## src/rtl/mem_port_arbiter_if.sv

```systemverilog
// Bus bundle between the two requesters, the arbiter and the unified memory port.
// The slave modport is the arbiter's view; master is the requesters plus memory.
interface mem_port_arbiter_if;
  // Requester side
  logic        req0;
  logic        req1;
  logic        we0;
  logic        we1;
  logic [31:0] addr0;
  logic [31:0] addr1;
  logic [2:0]  funct3_0;
  logic [2:0]  funct3_1;
  logic [31:0] wdata0;
  logic [31:0] wdata1;
  logic        gnt0;
  logic        gnt1;
  logic        rvalid0;
  logic        rvalid1;
  logic [31:0] rdata;

  // Memory side
  logic [31:0] mem_addr;
  logic [2:0]  mem_funct3;
  logic        mem_wren;
  logic [31:0] mem_wdata;
  logic [31:0] mem_rdata;

  modport slave (
    input  req0, req1, we0, we1, addr0, addr1, funct3_0, funct3_1, wdata0, wdata1,
    input  mem_rdata,
    output gnt0, gnt1, rvalid0, rvalid1, rdata,
    output mem_addr, mem_funct3, mem_wren, mem_wdata
  );

  modport master (
    output req0, req1, we0, we1, addr0, addr1, funct3_0, funct3_1, wdata0, wdata1,
    output mem_rdata,
    input  gnt0, gnt1, rvalid0, rvalid1, rdata,
    input  mem_addr, mem_funct3, mem_wren, mem_wdata
  );
endinterface

```

## src/rtl/mem_port_arbiter.sv

```systemverilog
// Two-port arbiter in front of the single unified memory port: one access issued per cycle,
// loads tracked through a READ_LATENCY-deep pipe so returned data is steered to its issuer.
module mem_port_arbiter #(
  parameter int unsigned READ_LATENCY = 1,
  parameter int unsigned ROUND_ROBIN  = 1
) (
  input logic               clk_i,
  input logic               reset_i,
  mem_port_arbiter_if.slave bus_io
);

  logic                    last_winner_q, last_winner_d;
  logic                    gnt0, gnt1, issue;
  logic                    mem_wren;
  logic [31:0]             addr_q, addr_d;
  logic [31:0]             wdata_q, wdata_d;
  logic [2:0]              funct3_q, funct3_d;
  logic                    push_vld;
  logic [READ_LATENCY-1:0] pipe_vld_q, pipe_vld_d;
  logic [READ_LATENCY-1:0] pipe_port_q, pipe_port_d;

  // Arbitration: on contention round-robin favours the port that did not win last.
  always_comb begin
    gnt0 = 1'b0;
    gnt1 = 1'b0;
    if (!reset_i) begin
      unique case ({bus_io.req1, bus_io.req0})
        2'b01: gnt0 = 1'b1;
        2'b10: gnt1 = 1'b1;
        2'b11: begin
          if (ROUND_ROBIN != 0 && !last_winner_q) begin
            gnt1 = 1'b1;
          end else begin
            gnt0 = 1'b1;
          end
        end
        default: ;
      endcase
    end
  end

  assign issue = gnt0 | gnt1;

  always_comb begin
    last_winner_d = last_winner_q;
    if (gnt1) begin
      last_winner_d = 1'b1;
    end else if (gnt0) begin
      last_winner_d = 1'b0;
    end
  end

  // Issue mux; idle cycles keep presenting the last issued payload.
  always_comb begin
    addr_d   = addr_q;
    funct3_d = funct3_q;
    wdata_d  = wdata_q;
    mem_wren = 1'b0;
    if (reset_i) begin
      addr_d   = '0;
      funct3_d = 3'b010;
      wdata_d  = '0;
    end else if (gnt1) begin
      addr_d   = bus_io.addr1;
      funct3_d = bus_io.funct3_1;
      wdata_d  = bus_io.wdata1;
      mem_wren = bus_io.we1;
    end else if (gnt0) begin
      addr_d   = bus_io.addr0;
      funct3_d = bus_io.funct3_0;
      wdata_d  = bus_io.wdata0;
      mem_wren = bus_io.we0;
    end
  end

  assign push_vld = issue & ~mem_wren;

  // Read-tracking shift pipe: entry 0 is the newest, the top entry lines up with mem_rdata.
  always_comb begin
    pipe_vld_d     = pipe_vld_q;
    pipe_port_d    = pipe_port_q;
    pipe_vld_d[0]  = push_vld;
    pipe_port_d[0] = gnt1;
    for (int unsigned i = 1; i < READ_LATENCY; i++) begin
      pipe_vld_d[i]  = pipe_vld_q[i-1];
      pipe_port_d[i] = pipe_port_q[i-1];
    end
  end

  always_ff @(posedge clk_i) begin
    if (reset_i) begin
      last_winner_q <= 1'b1;
      addr_q        <= '0;
      funct3_q      <= 3'b010;
      wdata_q       <= '0;
      pipe_vld_q    <= '0;
      pipe_port_q   <= '0;
    end else begin
      last_winner_q <= last_winner_d;
      addr_q        <= addr_d;
      funct3_q      <= funct3_d;
      wdata_q       <= wdata_d;
      pipe_vld_q    <= pipe_vld_d;
      pipe_port_q   <= pipe_port_d;
    end
  end

  assign bus_io.gnt0       = gnt0;
  assign bus_io.gnt1       = gnt1;
  assign bus_io.mem_addr   = addr_d;
  assign bus_io.mem_funct3 = funct3_d;
  assign bus_io.mem_wdata  = wdata_d;
  assign bus_io.mem_wren   = mem_wren;
  assign bus_io.rdata      = bus_io.mem_rdata;
  assign bus_io.rvalid0    = ~reset_i & pipe_vld_q[READ_LATENCY-1] & ~pipe_port_q[READ_LATENCY-1];
  assign bus_io.rvalid1    = ~reset_i & pipe_vld_q[READ_LATENCY-1] &  pipe_port_q[READ_LATENCY-1];

  a_gnt_exclusive : assert property (@(posedge clk_i) !(gnt0 && gnt1));
  a_no_wren_in_reset : assert property (@(posedge clk_i) reset_i |-> !mem_wren);

endmodule

```

## src/flat_wrapper.sv

```systemverilog
// flat-port wrapper written by rule: the top's interface ports become plain ports
module mem_port_arbiter_flat 
#(
  parameter int unsigned READ_LATENCY = 1,
  parameter int unsigned ROUND_ROBIN  = 1
)
  (clk_i, reset_i, bus_io_req0, bus_io_req1, bus_io_we0, bus_io_we1, bus_io_addr0, bus_io_addr1, bus_io_funct3_0, bus_io_funct3_1, bus_io_wdata0, bus_io_wdata1, bus_io_mem_rdata, bus_io_gnt0, bus_io_gnt1, bus_io_rvalid0, bus_io_rvalid1, bus_io_rdata, bus_io_mem_addr, bus_io_mem_funct3, bus_io_mem_wren, bus_io_mem_wdata);
  mem_port_arbiter_if bus_io_i ();
  input logic clk_i;
  input logic reset_i;
  input wire logic [$bits(bus_io_i.req0)-1:0] bus_io_req0;
  input wire logic [$bits(bus_io_i.req1)-1:0] bus_io_req1;
  input wire logic [$bits(bus_io_i.we0)-1:0] bus_io_we0;
  input wire logic [$bits(bus_io_i.we1)-1:0] bus_io_we1;
  input wire logic [$bits(bus_io_i.addr0)-1:0] bus_io_addr0;
  input wire logic [$bits(bus_io_i.addr1)-1:0] bus_io_addr1;
  input wire logic [$bits(bus_io_i.funct3_0)-1:0] bus_io_funct3_0;
  input wire logic [$bits(bus_io_i.funct3_1)-1:0] bus_io_funct3_1;
  input wire logic [$bits(bus_io_i.wdata0)-1:0] bus_io_wdata0;
  input wire logic [$bits(bus_io_i.wdata1)-1:0] bus_io_wdata1;
  input wire logic [$bits(bus_io_i.mem_rdata)-1:0] bus_io_mem_rdata;
  output wire logic [$bits(bus_io_i.gnt0)-1:0] bus_io_gnt0;
  output wire logic [$bits(bus_io_i.gnt1)-1:0] bus_io_gnt1;
  output wire logic [$bits(bus_io_i.rvalid0)-1:0] bus_io_rvalid0;
  output wire logic [$bits(bus_io_i.rvalid1)-1:0] bus_io_rvalid1;
  output wire logic [$bits(bus_io_i.rdata)-1:0] bus_io_rdata;
  output wire logic [$bits(bus_io_i.mem_addr)-1:0] bus_io_mem_addr;
  output wire logic [$bits(bus_io_i.mem_funct3)-1:0] bus_io_mem_funct3;
  output wire logic [$bits(bus_io_i.mem_wren)-1:0] bus_io_mem_wren;
  output wire logic [$bits(bus_io_i.mem_wdata)-1:0] bus_io_mem_wdata;
  assign bus_io_i.req0 = bus_io_req0;
  assign bus_io_i.req1 = bus_io_req1;
  assign bus_io_i.we0 = bus_io_we0;
  assign bus_io_i.we1 = bus_io_we1;
  assign bus_io_i.addr0 = bus_io_addr0;
  assign bus_io_i.addr1 = bus_io_addr1;
  assign bus_io_i.funct3_0 = bus_io_funct3_0;
  assign bus_io_i.funct3_1 = bus_io_funct3_1;
  assign bus_io_i.wdata0 = bus_io_wdata0;
  assign bus_io_i.wdata1 = bus_io_wdata1;
  assign bus_io_i.mem_rdata = bus_io_mem_rdata;
  assign bus_io_gnt0 = bus_io_i.gnt0;
  assign bus_io_gnt1 = bus_io_i.gnt1;
  assign bus_io_rvalid0 = bus_io_i.rvalid0;
  assign bus_io_rvalid1 = bus_io_i.rvalid1;
  assign bus_io_rdata = bus_io_i.rdata;
  assign bus_io_mem_addr = bus_io_i.mem_addr;
  assign bus_io_mem_funct3 = bus_io_i.mem_funct3;
  assign bus_io_mem_wren = bus_io_i.mem_wren;
  assign bus_io_mem_wdata = bus_io_i.mem_wdata;
  mem_port_arbiter #(.READ_LATENCY(READ_LATENCY), .ROUND_ROBIN(ROUND_ROBIN)) u_core (.clk_i(clk_i), .reset_i(reset_i), .bus_io(bus_io_i));
endmodule
```

## config.mk

```make
export PLATFORM = sky130hd
export DESIGN_NAME = mem_port_arbiter_flat
export DESIGN_NICKNAME = d
export VERILOG_FILES = /design/src/rtl/mem_port_arbiter_if.sv /design/src/rtl/mem_port_arbiter.sv /design/src/flat_wrapper.sv
export SDC_FILE = /design/constraint.sdc
export NUM_CORES = 1
export LEC_CHECK = 0
export CELL_PAD_IN_SITES_DETAIL_PLACEMENT = 1
export CELL_PAD_IN_SITES_GLOBAL_PLACEMENT = 1
export CORE_MARGIN = 1.5
export CORE_UTILIZATION = 27
export CTS_BUF_LIST = sky130_fd_sc_hd__clkbuf_8
export DETAILED_ROUTE_END_ITERATION = 7
export PLACE_DENSITY = 0.9
export SYNTH_ARGS = -nofsm -noshare
export SYNTH_HDL_FRONTEND = slang
export SYNTH_SLANG_ARGS = --single-unit
```

## constraint.sdc

```tcl
create_clock -name clk_i -period 1.75 [get_ports clk_i]
set_input_delay 0.175 -clock clk_i [delete_from_list [all_inputs] [get_ports clk_i]]
set_output_delay 0.175 -clock clk_i [all_outputs]
set_load 0.005 [all_outputs]
```

; Yosys cells after proc, flatten, opt, wreduce, memory -nomap -nowiden
; Cells that the tools add are included.
[word_totals]
reg_bits = 70
latch_bits = 0
ramBits = 0
romBits = 0
in_bits = 172
elab_cells = 36
memories = 0
[op_classes]
addsub = 0
n_mul = 0
div_mod_pow = 0
n_lt_le_gt_ge = 0
n_eq_ne = 3
shifts = 0
n_mux = 18
bitwise = 8
reduce_logical = 1
[op_table]
columns = operator, count
row1 = 32-bit two-way mux, 6
row2 = 3-bit two-way mux, 3
row3 = 1-bit two-way mux, 7
row4 = 1-bit bitwise AND, 4
row5 = 2-bit == test (second input constant), 2
row6 = 1-bit one-hot mux with 2 select lines, 2
row7 = 1-bit inverter, 3
row8 = 2-bit by 1-bit == test with 1-bit output (second input constant), 1
row9 = 2-bit OR reduction, 1
row10 = 1-bit OR, 1

; Logic depth before layout (Yosys ltp)
[logic_depth]
ltp_word = 8
mapped_depth = 7
ltp_nobuf = 3

; Worst setup path after synthesis
; No wires, ideal clock.
[synth_path]
path_type = input -> output
from = input port reset_i
to = output port bus_io_mem_addr[10]
arrival_time_ns = 1.155
required_ns = 1.575
path_slack_ns = 0.420
path_stages = 5
n_path_buf = 2
cell_sequence = clkbuf_1 > nor2b_1 > clkbuf_1 > nand2_1 > a311oi_1
[synth_between]
elab_chain_cells = 4
elab_cells_between_ends = 5
[synth_rtl]
columns = element, line_no
row1 = "start, declared", flat_wrapper.sv:10  ; input logic reset_i;
row2 = 1-bit two-way mux, mem_port_arbiter.sv:26  ; if (!reset_i) begin
row3 = 32-bit two-way mux, mem_port_arbiter.sv:68  ; end else if (gnt0) begin
row4 = 32-bit two-way mux, mem_port_arbiter.sv:63  ; end else if (gnt1) begin
row5 = 32-bit two-way mux *, mem_port_arbiter.sv:59  ; if (reset_i) begin
row6 = "end, declared", flat_wrapper.sv:27  ; output wire logic [$bits(bus_io_i.mem_addr)-1:0] bus_io_mem_addr;
; Mark *: on every way between the ends. The rest lies on a longest branch, timed or not.

; Worst setup path after layout
[layout_path]
from = register u_core.last_winner_q
to = output port bus_io_mem_addr[13]
[layout_between]
elab_chain_cells = 6
elab_cells_between_ends = 9
[layout_rtl]
columns = element, line_no
row1 = "start, declared", mem_port_arbiter.sv:12  ; logic last_winner_q, last_winner_d;
row2 = "start signal, assigned", mem_port_arbiter.sv:99  ; last_winner_q <= last_winner_d;
row3 = 1-bit two-way mux, mem_port_arbiter.sv:31  ; if (ROUND_ROBIN != 0 && !last_winner_q) begin
row4 = 1-bit one-hot mux with 2 select lines, mem_port_arbiter.sv:27  ; unique case ({bus_io.req1, bus_io.req0})
row5 = 1-bit two-way mux, mem_port_arbiter.sv:26
row6 = 32-bit two-way mux, mem_port_arbiter.sv:68
row7 = 32-bit two-way mux *, mem_port_arbiter.sv:63
row8 = 32-bit two-way mux *, mem_port_arbiter.sv:59
; Marks and branches as above.

==> flow_metrics.env <==
export IMPL_final_setup_skew_ns=0.00788
export IMPL_htree_levels=3
export IMPL_fin_area_sq_um=8000
export IMPL_syn_area_sq_um=4110
export IMPL_p_per_area_nw_per_um2=590
export IMPL_core_area_sq_um=14700
export IMPL_fmax_mhz=498
export IMPL_yosys_warnings=0
export IMPL_ys_ff_latch=70
export IMPL_violations="negative setup slack"
export IMPL_dpl_cell_area_sq_um=7180
export IMPL_cts_root_buf="clkbuf_8"
export IMPL_via_per_inst=5.53
export IMPL_syn_area_per_cell_sq_um=7.99
export IMPL_fillCellCount=1701
export IMPL_antenna_left=0
export IMPL_cp_startpoint="u_core.last_winner_q"
export IMPL_hold_viol_final=0
export IMPL_power_total_mw=4.72
export IMPL_critPathKind="flop to output pin"
export IMPL_min_period_ns=2.01
export IMPL_dp_hpwl_microns=13200
export IMPL_grt_max_degree=102
export IMPL_totalWireLength_microns=22300
export IMPL_clock_sinks=70
export IMPL_fin_crit_sh=1.15
export IMPL_area_delta_synth_final_pct=94.9
export IMPL_nets=996
export IMPL_worst_ep_arrival_time_ns=1.83
export IMPL_drc=0
export IMPL_seq_area_frac_synth=0.341
export IMPL_syn_nets=686
export IMPL_rrSetupSlack_ns=0.18
export IMPL_track_usage=0.248
export IMPL_cts_made_buffers=9
export IMPL_synthCells=514
export IMPL_cts_tree="built"
export IMPL_io_pins=276
export IMPL_fp_dieW_microns=126
export IMPL_first_pass_iters=4
export IMPL_fin_ws_ns=-0.257
export IMPL_pre_cts_slack_ns=-0.755
export IMPL_grt_overflow=0
export IMPL_dieArea_sq_um=16000
export IMPL_maxCapViolations=0
export IMPL_path_max_fanout=8
export IMPL_vias=5600
export IMPL_synth_cell_types=24
export IMPL_num_rows=44
export IMPL_whs_path_depth=4
export IMPL_drive_gt1_frac=0.435
export IMPL_rsz0062_at_grt="yes"
export IMPL_reg2reg_from="u_core.last_winner_q"
export IMPL_slew_violations=0
export IMPL_ctsLongestPathBuffers=2
export IMPL_ir_drop_v=0.000285
export IMPL_antennaDiodeCount=0
export IMPL_worstRegToRegCells=7
export IMPL_first_iter_violations=266
export IMPL_die_y_microns=126
export IMPL_cp_start_kind="flop"
export IMPL_leakage_nw=3.18
export IMPL_crit_required_ns=1.57
export IMPL_min_path_type="input port to flop"
export IMPL_regToRegEndpoint="u_core.wdata_q[19]"
export IMPL_wire_per_inst_microns=22.1
export IMPL_grt_pass1_wl_microns=31500
export IMPL_start_util=0.279
export IMPL_antenna_found_initial=0
export IMPL_clock_latency_ns=0.36
export IMPL_io_buffers=211
export IMPL_setup_violations=60
export IMPL_grt_pass1_vias=6124
export IMPL_worstMarginPinSlew_ns=0.557
export IMPL_gp_congestion=0.798
export IMPL_outcome="finished with violations"
export IMPL_slew_headroom=0.629
export IMPL_clkTransAtPathRegs_ns=0.07
export IMPL_crit_path_end_kind="output pin"
export IMPL_crit_end="bus_io_mem_addr[13]"
-- synth_stat cells --
library cell / number / share of area
buf_2: 6 / 0.0073
nand2_1: 69 / 0.063
a311oi_1: 129 / 0.28
mux2_2: 1 / 0.0027
a311oi_2: 3 / 0.011
nand3_1: 1 / 0.0012
buf_4: 39 / 0.071
a21bo_1: 1 / 0.0024
nor3b_1: 1 / 0.0018
nor2_1: 70 / 0.064
dfxtp_1: 70 / 0.34
inv_1: 1 / 0.00091
a21boi_0: 1 / 0.0018
and3b_1: 1 / 0.0021
a32oi_1: 1 / 0.0021
nor2b_1: 2 / 0.0030
o21ai_0: 66 / 0.080
buf_6: 9 / 0.025
clkbuf_1: 38 / 0.035
a21oi_1: 1 / 0.0012
o32a_1: 1 / 0.0024
nor3_1: 1 / 0.0012
a221oi_1: 1 / 0.0021
nand2b_1: 1 / 0.0015
-- power breakdown --
group          internal [mW]  switching (mW)  total (mW)
clock network          0.567           0.616        1.18
logic                  0.960           0.819        1.78
registers               1.72          0.0333        1.76
total                   3.25            1.47        4.72
-- critical path, stage by stage, from the launching register on --
cell	delay [ns]
dfxtp_2	0.35
a21bo_4	0.19
buf_4	0.15
clkbuf_16	0.15
nor2_1	0.07
a311oi_1	0.37
buf_2	0.19
-- registers in the layout (all words and copies together) (netlist names) --
name,flops
u_core.pipe_vld_q,1
u_core.addr_q,32
u_core.wdata_q,32
u_core.funct3_q,3
u_core.pipe_port_q,1
u_core.last_winner_q,1
-- worst min-delay path by stage --
stage                                    start                 end  slack, ns
after floorplan                    bus_io_req0  u_core.funct3_q[1]       0.32
after global placement    bus_io_mem_rdata[13]    bus_io_rdata[13]       0.35
after detailed placement  bus_io_mem_rdata[13]    bus_io_rdata[13]       0.35
after CTS                              reset_i    u_core.addr_q[7]       0.35
after global routing               bus_io_req0  u_core.funct3_q[1]       0.29
final                              bus_io_req0  u_core.funct3_q[1]       0.28
-- layout by cell type, fill, tap and decap left out, types with 2 or more instances in the layout --
master             n
a311oi_2          46
o21ai_0           66
buf_12            14
nand2_1           69
clkbuf_8          11
buf_16             7
nor2_2            19
clkdlybuf4s50_1  138
buf_6              8
buf_4            148
a311oi_1          84
clkbuf_2           3
a311oi_4           2
clkbuf_16          4
inv_1              3
buf_2             68
nor2_4            21
nor2_1            30
dfxtp_1           69
-- final cells by class --
cell class	count	area (sq um)	share of cell area
timing repair buffer	391	3520	0.440
multi-input combinational	351	2680	0.335
sequential	70	1400	0.175
tap	184	230	0.0288
clock buffer	11	151	0.0189
clock inverter	4	16.3	0.00203
inverter	1	3.75	0.000469
-- stage by stage --
stage | instances | setup TNS (ns) | util | hold slack [ns]
2_1_floorplan | 514 | 0 | - | 0.323
3_3_place_gp | 969 | -40.17 | 0.488 | 0.350
3_5_place_dp | 969 | -45.33 | 0.488 | 0.350
4_1_cts | 997 | -5.04 | 0.510 | 0.347
5_1_grt | 1012 | -7.87 | 0.544 | 0.290
6_report | 1012 | -3.47 | 0.544 | 0.282
-- logic make-up (layout without fill, tap and decap cells) --
group           count (synthesis)  count (layout)  synth area share
compound gates                204             204             0.379
buf+inv                        93             407             0.139
flops                          70              70             0.341
mux                             1               1           0.00274
simple gates                  146             146             0.138
-- repair_timing --
item	in CTS	in global routing
endpoints found under the setup margin	70	68
cloned	5	6
buffers inserted	8	9
endpoints found under the hold margin	0	0
hold buffers	0	0
pin swaps	39	20
gates resized for setup	335	66
-- per-layer routing --
metal	track usage	part of all wire
met5	0	0
met2	0.465	0.53
met4	0.137	0.034
met3	0.0443	0.048
met1	0.263	0.38
(Power assumes the default switching activity.)
